$ cat src/rtl/sram_mem_controller_if.sv
// ---------------------------------------------------------------------------
// sram_mem_controller_if
// Purpose : bundles the MEM-stage request/response signals and the external
//           16-bit asynchronous SRAM pins used by sram_mem_controller.
// Signals :
//   rd_en, wr_en        load / store request (held until ready=1)
//   address, write_data byte address and store data from EX/MEM
//   read_data           registered load result
//   ready               0 while a transfer is in flight (pipeline freeze)
//   addr_error          one-cycle pulse on a rejected access
//   sram_addr           SRAM half-word address
//   sram_dq_out/_in/_oe split DQ bus with output enable
//   sram_we_n           active-low write strobe
// Modports:
//   slave  : the controller side
//   master : the environment (pipeline plus the SRAM device model), so it
//            also drives sram_dq_in
// ---------------------------------------------------------------------------
interface sram_mem_controller_if #(
  parameter int SRAM_ADDR_W = 18
);
  logic                   rd_en;
  logic                   wr_en;
  logic [31:0]            address;
  logic [31:0]            write_data;
  logic [31:0]            read_data;
  logic                   ready;
  logic                   addr_error;
  logic [SRAM_ADDR_W-1:0] sram_addr;
  logic [15:0]            sram_dq_out;
  logic [15:0]            sram_dq_in;
  logic                   sram_dq_oe;
  logic                   sram_we_n;

  modport slave (
    input  rd_en, wr_en, address, write_data, sram_dq_in,
    output read_data, ready, addr_error, sram_addr, sram_dq_out, sram_dq_oe, sram_we_n
  );

  modport master (
    output rd_en, wr_en, address, write_data, sram_dq_in,
    input  read_data, ready, addr_error, sram_addr, sram_dq_out, sram_dq_oe, sram_we_n
  );
endinterface

$ cat src/rtl/sram_mem_controller.sv
// ---------------------------------------------------------------------------
// sram_mem_controller
// Purpose : MEM-stage controller that splits each 32-bit load/store into two
//           16-bit phases (LOW then HIGH half-word) on an external
//           asynchronous SRAM, each phase lasting WAIT_CYCLES clocks.
//           ready is low while a transfer is in flight.
// Ports   :
//   clk  - rising-edge clock
//   rst  - asynchronous active-low reset
//   bus  - sram_mem_controller_if.slave (request, response and SRAM pins)
// Parameters:
//   WAIT_CYCLES  (2..15) cycles per half-word phase
//   BASE_ADDRESS byte address mapped to SRAM word 0
//   SRAM_ADDR_W  SRAM half-word address width
// Optional feature macro: SRAM_RANGE_CHECK_EN
//   When defined, an address below BASE_ADDRESS or past the end of the SRAM
//   skips the phases, goes straight to DONE with an addr_error pulse and
//   loads read_data with 0. When undefined the address simply wraps.
// ---------------------------------------------------------------------------
module sram_mem_controller #(
  parameter int WAIT_CYCLES  = 3,
  parameter int BASE_ADDRESS = 1024,
  parameter int SRAM_ADDR_W  = 18
) (
  input  logic                  clk,
  input  logic                  rst,
  sram_mem_controller_if.slave  bus
);

  typedef enum logic [1:0] {IDLE, LOW, HIGH, DONE} state_t;

  localparam logic [3:0]  LAST_CNT  = 4'(WAIT_CYCLES - 1);
  localparam logic [31:0] BASE_ADDR = 32'(BASE_ADDRESS);
  localparam int          WORD_W    = SRAM_ADDR_W - 1;

  state_t                 state_q, state_d;
  logic [3:0]             cnt_q, cnt_d;
  logic                   is_write_q, is_write_d;
  logic [WORD_W-1:0]      word_q, word_d;
  logic [31:0]            wdata_q, wdata_d;
  logic [31:0]            read_data_q, read_data_d;
  logic [SRAM_ADDR_W-1:0] sram_addr_q, sram_addr_d;
  logic [15:0]            dq_out_q, dq_out_d;
  logic                   dq_oe_q, dq_oe_d;
  logic                   we_n_q, we_n_d;
  logic                   addr_error_q, addr_error_d;

  logic [31:0] offset;
  logic        req;
  logic        reject;
  logic        phase_last;
  logic        unused_bits;

  assign req        = bus.rd_en | bus.wr_en;
  assign offset     = bus.address - BASE_ADDR;
  assign phase_last = (cnt_q == LAST_CNT);
  // Bits above the SRAM range and the byte offset only matter to the range check.
  assign unused_bits = ^offset;

`ifdef SRAM_RANGE_CHECK_EN
  assign reject = (bus.address < BASE_ADDR) || (offset[31:SRAM_ADDR_W+1] != '0);
`else
  assign reject = 1'b0;
`endif

  always_ff @(posedge clk or negedge rst) begin
    if (!rst) begin
      state_q      <= IDLE;
      cnt_q        <= '0;
      is_write_q   <= 1'b0;
      word_q       <= '0;
      wdata_q      <= '0;
      read_data_q  <= '0;
      sram_addr_q  <= '0;
      dq_out_q     <= '0;
      dq_oe_q      <= 1'b0;
      we_n_q       <= 1'b1;
      addr_error_q <= 1'b0;
    end else begin
      state_q      <= state_d;
      cnt_q        <= cnt_d;
      is_write_q   <= is_write_d;
      word_q       <= word_d;
      wdata_q      <= wdata_d;
      read_data_q  <= read_data_d;
      sram_addr_q  <= sram_addr_d;
      dq_out_q     <= dq_out_d;
      dq_oe_q      <= dq_oe_d;
      we_n_q       <= we_n_d;
      addr_error_q <= addr_error_d;
    end
  end

  always_comb begin
    state_d      = state_q;
    cnt_d        = cnt_q;
    is_write_d   = is_write_q;
    word_d       = word_q;
    wdata_d      = wdata_q;
    read_data_d  = read_data_q;
    addr_error_d = 1'b0;

    case (state_q)
      IDLE: begin
        if (req) begin
          // Capture the request so a dropped request still completes cleanly.
          // A simultaneous rd_en/wr_en is treated as a store.
          is_write_d = bus.wr_en;
          word_d     = offset[SRAM_ADDR_W:2];
          wdata_d    = bus.write_data;
          cnt_d      = '0;
          if (reject) begin
            state_d      = DONE;
            addr_error_d = 1'b1;
            read_data_d  = '0;
          end else begin
            state_d = LOW;
          end
        end
      end
      LOW: begin
        if (phase_last) begin
          state_d = HIGH;
          cnt_d   = '0;
          if (!is_write_q) read_data_d[15:0] = bus.sram_dq_in;
        end else begin
          cnt_d = cnt_q + 4'd1;
        end
      end
      HIGH: begin
        if (phase_last) begin
          state_d = DONE;
          cnt_d   = '0;
          if (!is_write_q) read_data_d[31:16] = bus.sram_dq_in;
        end else begin
          cnt_d = cnt_q + 4'd1;
        end
      end
      DONE:    state_d = IDLE;
      default: state_d = IDLE;
    endcase

    // Pin outputs are registered, so they are derived from the state and
    // count the controller is about to enter.
    sram_addr_d = sram_addr_q;
    dq_out_d    = dq_out_q;
    dq_oe_d     = 1'b0;
    we_n_d      = 1'b1;
    if (state_d == LOW || state_d == HIGH) begin
      sram_addr_d = {word_d, state_d == HIGH};
      if (is_write_d) begin
        dq_oe_d  = 1'b1;
        dq_out_d = (state_d == HIGH) ? wdata_d[31:16] : wdata_d[15:0];
        // Strobe rises for the last phase cycle so data/address are held
        // across the rising edge of we_n.
        we_n_d   = (cnt_d == LAST_CNT);
      end
    end
  end

  assign bus.ready       = (state_q == IDLE) ? ~req : (state_q == DONE);
  assign bus.read_data   = read_data_q;
  assign bus.addr_error  = addr_error_q;
  assign bus.sram_addr   = sram_addr_q;
  assign bus.sram_dq_out = dq_out_q;
  assign bus.sram_dq_oe  = dq_oe_q;
  assign bus.sram_we_n   = we_n_q;

endmodule

$ cat src/flat_wrapper.sv
// flat-port wrapper written by rule: the top's interface ports become plain ports
module sram_mem_controller_flat 
#(
  parameter int WAIT_CYCLES  = 3,
  parameter int BASE_ADDRESS = 1024,
  parameter int SRAM_ADDR_W  = 18
)
  (clk, rst, bus_rd_en, bus_wr_en, bus_address, bus_write_data, bus_sram_dq_in, bus_read_data, bus_ready, bus_addr_error, bus_sram_addr, bus_sram_dq_out, bus_sram_dq_oe, bus_sram_we_n);
  sram_mem_controller_if #(.SRAM_ADDR_W(SRAM_ADDR_W)) bus_i ();
  input  logic clk;
  input  logic rst;
  input wire logic [$bits(bus_i.rd_en)-1:0] bus_rd_en;
  input wire logic [$bits(bus_i.wr_en)-1:0] bus_wr_en;
  input wire logic [$bits(bus_i.address)-1:0] bus_address;
  input wire logic [$bits(bus_i.write_data)-1:0] bus_write_data;
  input wire logic [$bits(bus_i.sram_dq_in)-1:0] bus_sram_dq_in;
  output wire logic [$bits(bus_i.read_data)-1:0] bus_read_data;
  output wire logic [$bits(bus_i.ready)-1:0] bus_ready;
  output wire logic [$bits(bus_i.addr_error)-1:0] bus_addr_error;
  output wire logic [$bits(bus_i.sram_addr)-1:0] bus_sram_addr;
  output wire logic [$bits(bus_i.sram_dq_out)-1:0] bus_sram_dq_out;
  output wire logic [$bits(bus_i.sram_dq_oe)-1:0] bus_sram_dq_oe;
  output wire logic [$bits(bus_i.sram_we_n)-1:0] bus_sram_we_n;
  assign bus_i.rd_en = bus_rd_en;
  assign bus_i.wr_en = bus_wr_en;
  assign bus_i.address = bus_address;
  assign bus_i.write_data = bus_write_data;
  assign bus_i.sram_dq_in = bus_sram_dq_in;
  assign bus_read_data = bus_i.read_data;
  assign bus_ready = bus_i.ready;
  assign bus_addr_error = bus_i.addr_error;
  assign bus_sram_addr = bus_i.sram_addr;
  assign bus_sram_dq_out = bus_i.sram_dq_out;
  assign bus_sram_dq_oe = bus_i.sram_dq_oe;
  assign bus_sram_we_n = bus_i.sram_we_n;
  sram_mem_controller #(.WAIT_CYCLES(WAIT_CYCLES), .BASE_ADDRESS(BASE_ADDRESS), .SRAM_ADDR_W(SRAM_ADDR_W)) u_core (.clk(clk), .rst(rst), .bus(bus_i));
endmodule
$ cat config.mk
export PLATFORM = sky130hd
export DESIGN_NAME = sram_mem_controller_flat
export DESIGN_NICKNAME = d
export VERILOG_FILES = /design/src/rtl/sram_mem_controller_if.sv /design/src/rtl/sram_mem_controller.sv /design/src/flat_wrapper.sv
export SDC_FILE = /design/constraint.sdc
export NUM_CORES = 1
export LEC_CHECK = 0
export ABC_AREA = 1
export BUFFER_PORTS_ARGS = -buffer_cell sky130_fd_sc_hd__buf_4
export CORE_ASPECT_RATIO = 1.5
export CORE_MARGIN = 2
export CORE_UTILIZATION = 45
export CTS_CLUSTER_DIAMETER = 50
export CTS_CLUSTER_SIZE = 8
export DETAILED_ROUTE_END_ITERATION = 7
export PLACE_DENSITY_LB_ADDON = 0.1
export SLEW_MARGIN = 5
export SYNTH_ARGS = -nofsm -noshare
export SYNTH_HDL_FRONTEND = slang
export SYNTH_SLANG_ARGS = --single-unit
$ cat constraint.sdc
create_clock -name clk -period 4.2 [get_ports clk]
set_input_delay 0.84 -clock clk [delete_from_list [all_inputs] [get_ports clk]]
set_output_delay 0.84 -clock clk [all_outputs]
set_load 0.05 [all_outputs]
Word-level counts from Yosys, hierarchy flattened
Cells that the tools add are included.
{"block": "totals", "inputBits": 84, "wordCells": 48, "output_inout_bits": 70, "regBits": 124}
{"block": "op_classes", "n_addsub": 2, "bitwise_logic": 3, "reduce_logical": 6, "n_mux": 19, "n_eq_ne": 7}
{"op": "32-bit 2-to-1 mux", "count": 2}
{"op": "17-bit 2-to-1 mux", "count": 2}
{"op": "19-bit by 11-bit subtractor with 19-bit output, second input constant", "count": 1}
{"op": "16-bit 2-to-1 mux", "count": 1}
{"op": "4-bit by 2-bit == test with 1-bit output, second input constant", "count": 2}
{"op": "4-bit 2-to-1 mux", "count": 2}
{"op": "2-bit one-hot mux with 4 select lines", "count": 1}
{"op": "4-bit one-hot mux with 2 select lines", "count": 1}
{"op": "1-bit 2-to-1 mux", "count": 7}
{"op": "2-bit == test, second input constant", "count": 3}
{"op": "2-bit 2-to-1 mux", "count": 3}
{"op": "3-bit AND reduction", "count": 2}
{"op": "4-bit by 1-bit adder with 4-bit output, second input constant", "count": 1}
{"op": "2-bit by 1-bit == test with 1-bit output, second input constant", "count": 2}
{"op": "2-bit logical NOT", "count": 1}
{"op": "1-bit NOT", "count": 2}
{"op": "2-bit AND reduction", "count": 1}
{"op": "2-bit OR reduction", "count": 1}
{"op": "1-bit logical OR", "count": 1}
{"op": "1-bit OR", "count": 1}

Depth between registers and ports, before layout
{"block": "depth", "depth_word": 6, "depth_mapped": 17, "mapped_depth_nobuf": 13}

Worst setup path before layout
OpenSTA, ideal clock, no wires.
{"block": "synth_path", "path_type": "reg2out", "start": "reg u_core.state_q[0]", "end": "out bus_ready", "path_buffers": 0, "setup_slack_ns": 1.562, "required_time_ns": 3.360, "stages_incl_launch_ff": 4, "arrival_time_ns": 1.798, "path_cell_list": "dfrtp_1 -> inv_1 -> ha_1 -> o21ai_0"}
{"block": "synth_via", "elab_chain_len": 2, "elab_cells_between_ends": 3, "classes_between": "eq/ne: 1; mux: 1; reduce/logical: 1"}
{"item": "start, declared", "line": "sram_mem_controller.sv:36", "source": "state_t state_q, state_d;"}
{"item": "start signal, assigned", "line": "sram_mem_controller.sv:80", "source": "state_q <= state_d;"}
{"item": "2-bit == test / 2-bit logical NOT (equally long branches)", "line": "sram_mem_controller.sv:161", "source": "assign bus.ready = (state_q == IDLE) ? ~req : (state_q == DONE);"}
{"item": "1-bit 2-to-1 mux *", "line": "sram_mem_controller.sv:161"}
{"item": "end, declared", "line": "flat_wrapper.sv:18", "source": "output wire logic [$bits(bus_i.ready)-1:0] bus_ready;"}
Every way passes the cells marked *; elsewhere a longest branch is shown, timed or not.

Worst setup path in the final report
{"block": "layout_path", "start": "reg u_core.cnt_q[0]", "end": "reg u_core.dq_out_q[1] (netlist: u_core.bus.sram_dq_out[1])"}
{"block": "layout_via", "elab_chain_len": 6, "elab_cells_between_ends": 9, "classes_between": "eq/ne: 3; mux: 4; reduce/logical: 2"}
{"item": "start, declared", "line": "sram_mem_controller.sv:37", "source": "logic [3:0] cnt_q, cnt_d;"}
{"item": "start signal, assigned", "line": "sram_mem_controller.sv:81", "source": "cnt_q <= cnt_d;"}
{"item": "4-bit by 2-bit == test with 1-bit output *", "line": "sram_mem_controller.sv:56", "source": "assign phase_last = (cnt_q == LAST_CNT);"}
{"item": "2-bit 2-to-1 mux (on tied branches)", "line": "sram_mem_controller.sv:131, sram_mem_controller.sv:122"}
{"item": "2-bit one-hot mux with 4 select lines *", "line": "sram_mem_controller.sv:103", "source": "case (state_q)"}
{"item": "net u_core.state_d[1]", "line": "sram_mem_controller.sv:36"}
{"item": "2-bit by 1-bit == test with 1-bit output / 2-bit == test (equally long branches)", "line": "sram_mem_controller.sv:149, sram_mem_controller.sv:153"}
{"item": "1-bit logical OR", "line": "sram_mem_controller.sv:149", "source": "if (state_d == LOW || state_d == HIGH) begin"}
{"item": "2-bit AND reduction (no source line)"}
{"item": "end signal, assigned", "line": "sram_mem_controller.sv:87", "source": "dq_out_q <= dq_out_d;"}
{"item": "end, declared", "line": "sram_mem_controller.sv:43", "source": "logic [15:0] dq_out_q, dq_out_d;"}
Mark *: on every way through the listed nets, which the timed path passes. The rest lies on a longest branch.
A chain may end at the register's enable or synchronous reset.

==> flow_summary.yaml <==
critical_path:
  setup.worst_path.class: "register to register"
  setup.worst_path.start: "u_core.cnt_q[0]$_DFF_PN0_"
  worstPathRequired_ns: 4.54
  regToRegStartpoint: "u_core.cnt_q[0]$_DFF_PN0_"
  critical_path_arrival_ns: 3.31
  worst_setup_path_end_kind: "register"
  ff2ff_path_depth: 11
  cp_max_fo: 25
  setup.worst_path.start_class: "register"
flow_run:
  drv.max_cap_violation_count: 0
clocking:
  cts-root-to-sink-buffers: 2
  cts_setup_buffers: 0
  cts_repair_resize_count: 0
  clk-insertion-delay-late_ns: 0.41
  cts.clk_slew.worst_paths_ns: 0.06
  cts.htree.levels: 4
  ctsRootBufferMaster: "sky130_fd_sc_hd__clkbuf_16"
  cts_tree: "done"
  cts-buffers-inserted: 17
  ctsHoldBuffers: 0
  clkSinkCount: 124
timing:
  finalHoldViolCount: 0
  fin_setup_tns_ns: 0
  report.final.setup_viol: 0
  worst_hold_margin_ns: 0.4481
  worst-slew-pin-transition_ns: 0.9098
  clock.fmax_mhz: 336.7
  clock_skew_ns: 0.004629
  maxSlewHeadroom_pct: 39.20
  unrepaired_setup_endpoints_after_global_routing: "false"
  finalCriticalPeriod_ns: 2.970
  timing_max_transition_violations_final: 0
  final_min_period_over_clock_period_pct: 70.72
layout:
  final_layout_size_suffix_gt1_share_pct: 24.32
  final_net_count: 853
  layout.cells.most_common_list: "313 x sky130_fd_sc_hd__nand2_1, 143 x sky130_fd_sc_hd__buf_4, 123 x sky130_fd_sc_hd__dfrtp_1, 39 x sky130_fd_sc_hd__inv_1, 39 x sky130_fd_sc_hd__o21ai_0"
  flow.area_growth_from_synthesis_pct: 32.70
  final_common_cell: "sky130_fd_sc_hd__nand2_1"
  fillers: 1034
  fin_util_pct: 61.21
  layout.cell_area.non_filler_sq_mm: 0.007022
  insertedDiodeCount: 0
detailed_routing:
  wl_per_cell_microns: 13.43
  drcViolationCount: 0
  via_count: 4420
  vias_per_cell: 4.789
  postRouteWirelength_microns: 12400
  drt.antenna.violating_nets: 0
  detail_route.first_pass.iterations: 4
  dr.first_iter.drc_count: 206
floorplanning:
  core_region_area_sq_mm: 0.01147
  initial_utilization_pct: 46.13
  num_rows: 48
  pin_count: 154
  dieArea_sq_mm: 0.01266
  die_h_microns: 136.8
  die_x_microns: 92.54
logic_synthesis:
  synthCells: 623
  synth.yosys.seq_area_share_pct: 58.67
  synthesized_area_per_cell_sq_um: 8.493
  flop_and_latch_count_out_of_synthesis: 124
  syn_nets: 716
  cell_area_after_synthesis_sq_mm: 0.005291
  yosysUniqueCellTypes: 29
  yosysWarningCount: 0
global_routing:
  grt.total_usage_pct: 20.81
  grt_first_pass_wirelength_microns: 20810
  global_route.overflow_total: 0
  grt_start_max_net_pins: 55
  initial_antenna_violation_count: 0
  vias_in_the_first_global_route: 4487
placed_design:
  dp_hpwl_microns: 8586
  place_congestion: 0.8223
  input_output_buffers: 137
  postPlaceCellArea_sq_mm: 0.006402
min_path:
  hold_path.class: "primary input to asynchronous set/reset pin"
run_status:
  status: "completed"
## state kept, by name (all words and copies together) (netlist names), 2 cells and up
signal and flops:
u_core.bus.read_data 32, u_core.bus.sram_addr 18, u_core.bus.sram_dq_out 16, u_core.cnt_q 4, u_core.state_q 2, u_core.wdata_q 32
u_core.word_q 17
## worst max-delay path, stage by stage (launching register included)
cell and delay [ns]:
sky130_fd_sc_hd__dfrtp_1 0.42, sky130_fd_sc_hd__inv_1 0.08, sky130_fd_sc_hd__ha_1 0.21, sky130_fd_sc_hd__nand2_1 0.16
sky130_fd_sc_hd__a21oi_1 0.11, sky130_fd_sc_hd__o21ai_0 0.19, sky130_fd_sc_hd__o21ai_0 0.17, sky130_fd_sc_hd__ha_1 0.67
sky130_fd_sc_hd__inv_2 0.33, sky130_fd_sc_hd__nand2_2 0.38, sky130_fd_sc_hd__nand2_1 0.10, sky130_fd_sc_hd__nand2_1 0.08
## path summary, 6_finish.rpt
kind / slack, ns / end
max: 1.23 / u_core.bus.sram_dq_out[1]$_DFFE_PN0P_
min: 0.45 / u_core.word_q[5]$_DFF_PN0_
max reg2reg: 1.23 / u_core.bus.sram_dq_out[1]$_DFFE_PN0P_
min reg2reg: 0.47 / u_core.word_q[5]$_DFF_PN0_
max in group asynchronous: 2.88 / u_core.bus.sram_we_n$_DFF_PN1_
min in group clk: 0.47 / u_core.word_q[5]$_DFF_PN0_
## synthesized netlist by cell type
cell | instances | area (sq um)
sky130_fd_sc_hd__a21oi_1 | 2 | 10.01
sky130_fd_sc_hd__a21oi_4 | 1 | 16.27
sky130_fd_sc_hd__a31oi_1 | 10 | 62.56
sky130_fd_sc_hd__buf_1 | 1 | 3.750
sky130_fd_sc_hd__buf_2 | 9 | 45.04
sky130_fd_sc_hd__buf_4 | 2 | 15.01
sky130_fd_sc_hd__buf_6 | 5 | 56.30
sky130_fd_sc_hd__clkbuf_1 | 8 | 30.03
sky130_fd_sc_hd__clkinv_1 | 1 | 3.750
sky130_fd_sc_hd__conb_1 | 1 | 3.750
sky130_fd_sc_hd__dfrtp_1 | 123 | 3078
sky130_fd_sc_hd__dfstp_2 | 1 | 26.28
sky130_fd_sc_hd__ha_1 | 9 | 112.6
sky130_fd_sc_hd__inv_1 | 39 | 146.4
sky130_fd_sc_hd__inv_2 | 3 | 11.26
sky130_fd_sc_hd__nand2_1 | 313 | 1175
sky130_fd_sc_hd__nand2_2 | 1 | 6.260
sky130_fd_sc_hd__nand3_1 | 15 | 75.07
sky130_fd_sc_hd__nand3b_1 | 2 | 15.01
sky130_fd_sc_hd__nand4_1 | 2 | 12.51
sky130_fd_sc_hd__nor2_1 | 22 | 82.58
sky130_fd_sc_hd__nor2_4 | 1 | 11.26
sky130_fd_sc_hd__nor2_8 | 1 | 20.02
sky130_fd_sc_hd__o211ai_1 | 2 | 15.01
sky130_fd_sc_hd__o21a_1 | 1 | 7.510
sky130_fd_sc_hd__o21ai_0 | 39 | 195.2
sky130_fd_sc_hd__o21ai_1 | 3 | 15.01
sky130_fd_sc_hd__or2_2 | 5 | 31.28
sky130_fd_sc_hd__xor2_1 | 1 | 8.760
## stage by stage
step | cells | worst slack (ns)
global route | 923 | 0.9943
detailed placement | 891 | 1.048
floorplan | 623 | 1.562
finish | 923 | 1.230
CTS | 923 | 1.275
global placement | 891 | 1.105
## layer usage
metal / GRT usage, % / wire length (microns) / vias up
met1: 25.01 / 5266 / 2071
met2: 35.56 / 6157 / 121
met5: 0 / 0 / -
met4: 7.877 / 255 / 0
met3: 5.782 / 718 / 21
li1: - / - / 2207
## area by class of cell
cell class	instances	area, sq um	area share [%]
Clock inverter	13	166.4	2.370
Multi-Input combinational cell	431	1876	26.71
Timing Repair Buffer	143	1074	15.29
Inverter	43	161.4	2.299
Sequential cell	124	3104	44.21
Clock buffer	19	452.9	6.450
Tap cell	150	187.7	2.673
## cell families (layout without fill, tap and decap cells)
| group | Yosys count | after routing | synth area share [%] |
|---|---|---|---|
| adder cells (fa/ha/maj) | 9 | 9 | 2.128 |
| AO/OA/AOI/OAI | 58 | 58 | 6.077 |
| flip-flops | 124 | 124 | 58.67 |
| buffers and inverters | 68 | 218 | 5.888 |
| AND/OR/NAND/NOR | 362 | 362 | 27.00 |
| XOR/XNOR | 1 | 1 | 0.1656 |
| other | 1 | 1 | 0.07087 |
Power is not shown: default switching activity piles up to over one toggle a cycle in this logic, so the estimate is an artifact.
